===== src/rtl/da2_multi.sv =====
// rtl/da2_multi.sv - multi-channel serial DAC frame driver sharing sclk/sync
module da2_multi #(
  parameter int CHANNELS = 2,
  parameter int DATA_W   = 12,
  parameter int CLK_DIV  = 2
) (
  input  logic                       clk,
  input  logic                       rst_n,
  input  logic                       in_valid,
  output logic                       in_ready,
  input  logic [CHANNELS*DATA_W-1:0] value,
  input  logic [CHANNELS*2-1:0]      chmode,
  output logic                       sclk,
  output logic                       sync,
  output logic [CHANNELS-1:0]        sdata,
  output logic                       busy,
  output logic                       frame_done
);

  localparam int CW = $clog2(CLK_DIV + 1);
  localparam logic [CW-1:0] DIV_LAST = CW'(CLK_DIV - 1);

  typedef enum logic [1:0] {IDLE, LOAD, SHIFT, GAP} state_t;

  state_t          state, state_n;
  logic [CW-1:0]   div_cnt, div_cnt_n;
  logic            half, half_n;
  logic [3:0]      bit_cnt, bit_cnt_n;
  logic [15:0]     shreg   [CHANNELS];
  logic [15:0]     shreg_n [CHANNELS];
  logic [15:0]     frame   [CHANNELS];
  logic            tick;
  logic            accept;

  logic                sclk_d, sync_d, in_ready_d, busy_d, frame_done_d;
  logic [CHANNELS-1:0] sdata_d;

  // half is 0 for the low sclk half in SHIFT and the first half of GAP
  assign tick   = (div_cnt == DIV_LAST);
  assign accept = in_valid & in_ready;

  // build each 16-bit channel word: 00, mode, sample left-justified in 12 bits
  always_comb begin
    for (int k = 0; k < CHANNELS; k++) begin
      frame[k]               = '0;
      frame[k][13:12]        = chmode[2*k +: 2];
      frame[k][11 -: DATA_W] = value[k*DATA_W +: DATA_W];
    end
  end

  // state, divider, bit counter and shift-register storage
  always_ff @(posedge clk or negedge rst_n) begin
    if (!rst_n) begin
      state   <= IDLE;
      div_cnt <= '0;
      half    <= 1'b0;
      bit_cnt <= '0;
      for (int k = 0; k < CHANNELS; k++) shreg[k] <= '0;
    end else begin
      state   <= state_n;
      div_cnt <= div_cnt_n;
      half    <= half_n;
      bit_cnt <= bit_cnt_n;
      for (int k = 0; k < CHANNELS; k++) shreg[k] <= shreg_n[k];
    end
  end

  // next-state logic: divider ticks pace LOAD, each sclk half and each GAP half
  always_comb begin
    state_n   = state;
    div_cnt_n = tick ? '0 : div_cnt + 1'b1;
    half_n    = half;
    bit_cnt_n = bit_cnt;
    for (int k = 0; k < CHANNELS; k++) shreg_n[k] = shreg[k];
    case (state)
      IDLE: begin
        div_cnt_n = '0;
        half_n    = 1'b0;
        bit_cnt_n = '0;
        if (accept) begin
          state_n = LOAD;
          for (int k = 0; k < CHANNELS; k++) shreg_n[k] = frame[k];
        end
      end
      LOAD: begin
        if (tick) state_n = SHIFT;
      end
      SHIFT: begin
        if (tick) begin
          if (!half) begin
            // sclk rises here, so this is the only place the data advances
            half_n = 1'b1;
            for (int k = 0; k < CHANNELS; k++) shreg_n[k] = {shreg[k][14:0], 1'b0};
          end else begin
            half_n = 1'b0;
            if (bit_cnt == 4'd15) state_n = GAP;
            else bit_cnt_n = bit_cnt + 4'd1;
          end
        end
      end
      GAP: begin
        if (tick) begin
          half_n = ~half;
          if (half) state_n = IDLE;
        end
      end
      default: state_n = IDLE;
    endcase
  end

  // output decode from the next state so every output comes straight from a flop
  always_comb begin
    sclk_d       = !(state_n == SHIFT && !half_n);
    sync_d       = !(state_n == LOAD || state_n == SHIFT);
    in_ready_d   = (state_n == IDLE);
    busy_d       = (state_n != IDLE);
    frame_done_d = (state == GAP) && (state_n == IDLE);
    for (int k = 0; k < CHANNELS; k++)
      sdata_d[k] = (state_n == LOAD || state_n == SHIFT) ? shreg_n[k][15] : 1'b0;
  end

  // output registers; reset forces the bus idle at once to abort any frame
  always_ff @(posedge clk or negedge rst_n) begin
    if (!rst_n) begin
      sclk       <= 1'b1;
      sync       <= 1'b1;
      sdata      <= '0;
      in_ready   <= 1'b0;
      busy       <= 1'b0;
      frame_done <= 1'b0;
    end else begin
      sclk       <= sclk_d;
      sync       <= sync_d;
      sdata      <= sdata_d;
      in_ready   <= in_ready_d;
      busy       <= busy_d;
      frame_done <= frame_done_d;
    end
  end

endmodule


===== config.mk =====
export PLATFORM = sky130hd
export DESIGN_NAME = da2_multi
export DESIGN_NICKNAME = d
export VERILOG_FILES = /design/src/rtl/da2_multi.sv
export SDC_FILE = /design/constraint.sdc
export NUM_CORES = 1
export LEC_CHECK = 0
export CORE_MARGIN = 2
export CORE_UTILIZATION = 45
export CTS_BUF_LIST = sky130_fd_sc_hd__clkbuf_2
export DETAILED_ROUTE_END_ITERATION = 7
export PLACE_DENSITY = 0.74
export SYNTH_ARGS = -nofsm -noshare
export SYNTH_HDL_FRONTEND = slang
export SYNTH_SLANG_ARGS = --single-unit

===== constraint.sdc =====
create_clock -name clk -period 2.1 [get_ports clk]
set_input_delay 0.63 -clock clk [delete_from_list [all_inputs] [get_ports clk]]
set_output_delay 0.63 -clock clk [all_outputs]
set_load 0.005 [all_outputs]

==> metrics.txt, run 1 <==
DRC Markers=0; initial antenna violation count=0; die area=5480 um2; fillers=433; # rows=25; share of layout cells above drive strength 1=14.0%; Initial DRT Pass Iterations=4; Syn. warnings=0; DR vias=1583; RSZ-0062 raised after global routing=false; crit path DAT=1350 ps; grt ovf=0; Avg Cell Area, Syn=12.0 um2; worst path cell trace=clkdlybuf4s50_1; Layout Utilization=58.0%; Final Non-Filler Cells=295; Starting Density=46.7%; Max Cap Viol=0; Detail Route Antenna Nets=0; mapped cell area=2200 um2; Slowest-stage cell, CP=clkdlybuf4s50_1; Total GRT Usage=18.1%; setup ws final=119 ps; Worst-Skew Late Latency=430 ps; Final Critical Period=1980 ps; I/O pin count=38; final instance area=2740 um2; Synth cell types=42; I/O Buffers=37; Critical Path Start Type=flop; Tcrit/Tclk final=94.4%; Synth Flop Type=dfrtp_1; outcome=completed; final hold slack=115 ps; Ant. Diodes=0; Net Count, Synth=219; Initial DRC Count=107; Clock Skews=25.4 ps; hold buffers post-CTS=0; Worst EP required=1470 ps; FF/Latch Area=1200 um2; H-tree levels=2; final number of max-transition violations=0; multi-input logic area=907 um2; root buf cell=clkbuf_2; sequential fraction of the synthesis area=54.6%; # setup viols final=0; Max Clk Rate=0.505 GHz; placed cell areas=2670 um2; drt via density=5.37; Post-synth ARST share=100%; Final Hold Viols=0; min-delay worst type=input port to asynchronous set/reset pin; HPWL after DPL=2690 um; final wirelength=4060 um; routability cong.=0.779; WL/cell=13.8 um; critical-path maximum fanout=3; P_leak=1.28 nW; global-route wire length before repair=7450 um; post-CTS setup buffers=0; worst-margin pin slew=668 ps; family with the most delay on the worst path=buffers and inverters; register bit total from synthesis=48; total power=1.50 mW; chip width=74.0 um; relative slew slack=55.4%; final setup TNS=0 ps; P&R area growth vs syn=24.3%; Die Y=74.0 um; CP peak stage delay=510 ps; maximum vdd drop=294 uV; CP endpoint kind=output pin; Inserted Clock Buffers=5; pin count of the biggest net entering global routing=49; Post-Synthesis Cells=184; clk buf depth=2; nets=262; Post-synth EDFFs=0; pwr/cell area=546 nW/um2; Clock Sinks=48; critical path type=flop to output pin; number of global-route vias before repair=1564; CP Buf/Inv Count=1; dpl ws=-12.8 ps; core area=4720 um2; TritonCTS clock tree=done; placed instance count=287; Reg clk slew, reported paths=240 ps
sequential cells by signal, summed over array words and instances (netlist names):
register / count
shreg: 32
bit_cnt: 4
div_cnt: 2
sdata: 2
state: 2
busy: 1
frame_done: 1
half: 1
in_ready: 1
sclk: 1
sync: 1
area by class of cell:
class | instances | share of cell area [%]
clock buffer | 6 | 1.10
clock inverter | 2 | 1.28
inverter | 4 | 0.548
multi-input combinational | 119 | 33.1
sequential | 48 | 43.9
tap | 67 | 3.06
timing repair buffer | 49 | 17.0
final timing paths:
check	start	to	slack, ps	depth (start not counted)
setup / recovery	in_ready	in_ready	120	1
hold / removal	rst_n	bit_cnt[3]	120	2
setup reg to reg	bit_cnt[0]	sdata[0]	130	7
hold reg to reg	div_cnt[0]	div_cnt[0]	540	1
max in group asynchronous	rst_n	sync	1700	2
min in group clk	div_cnt[0]	div_cnt[0]	540	1
what timing repair did:
| item | CTS | global route |
|---|---|---|
| endpoints found under the setup margin | 2 | 2 |
| pin swaps | 0 | 0 |
| gates resized for setup | 2 | 4 |
where the power goes:
part           internal, mW  switching, mW
registers             0.926              0
clock network         0.204          0.290
logic                0.0519         0.0235
total                  1.18          0.313
layer usage:
| layer | GRT usage, % | wire length [um] |
|---|---|---|
| met5 | 0 | 0 |
| met1 | 25.6 | 1920 |
| met3 | 5.01 | 225 |
| met4 | 6.06 | 51 |
| met2 | 27.0 | 1860 |
cells in the final DEF, fill, tap and decap left out, types with 3 or more instances in the layout:
master,count
o21ai_0,4
and2_1,20
clkbuf_2,6
buf_4,11
nand3_1,8
nand2_1,12
clkdlybuf4s50_1,34
ha_1,3
a221o_1,26
dfrtp_1,46
and2_0,7
a21oi_1,3
Yosys cell counts (3+ instances only):
master,instances,area share [%]
a21oi_1,4,0.91
a221o_1,26,12
and2_0,7,2.0
and2_1,20,5.7
buf_4,3,1.0
buf_6,4,2.0
clkbuf_1,5,0.85
dfrtp_1,46,52
ha_1,4,2.3
inv_1,3,0.51
nand2_1,12,2.0
nand3_1,8,1.8
nor2_1,3,0.51
o21ai_0,4,0.91
kinds of logic (layout without fill, tap and decap cells):
group	count (synthesis)	count (layout)	synth area share [%]
AO/OA/AOI/OAI	47	47	18.8
AND/OR/NAND/NOR	66	66	18.5
multiplexers	2	2	0.965
flip-flops	48	48	54.6
buffers and inverters	17	61	4.82
adder cells (fa/ha/maj)	4	4	2.27
No activity file was read; power rests on OpenSTA's default activity.
==> run 2: changes to the inputs <==
--- a/config.mk
+++ b/config.mk
@@ -10,6 +10,7 @@
 export CTS_BUF_LIST = sky130_fd_sc_hd__clkbuf_2
 export DETAILED_ROUTE_END_ITERATION = 7
 export PLACE_DENSITY = 0.74
+export SLEW_MARGIN = 20
 export SYNTH_ARGS = -nofsm -noshare
 export SYNTH_HDL_FRONTEND = slang
 export SYNTH_SLANG_ARGS = --single-unit
==> results of run 2 <==
Same layout as run 1: the final DEF is identical, and so are final timing and power.
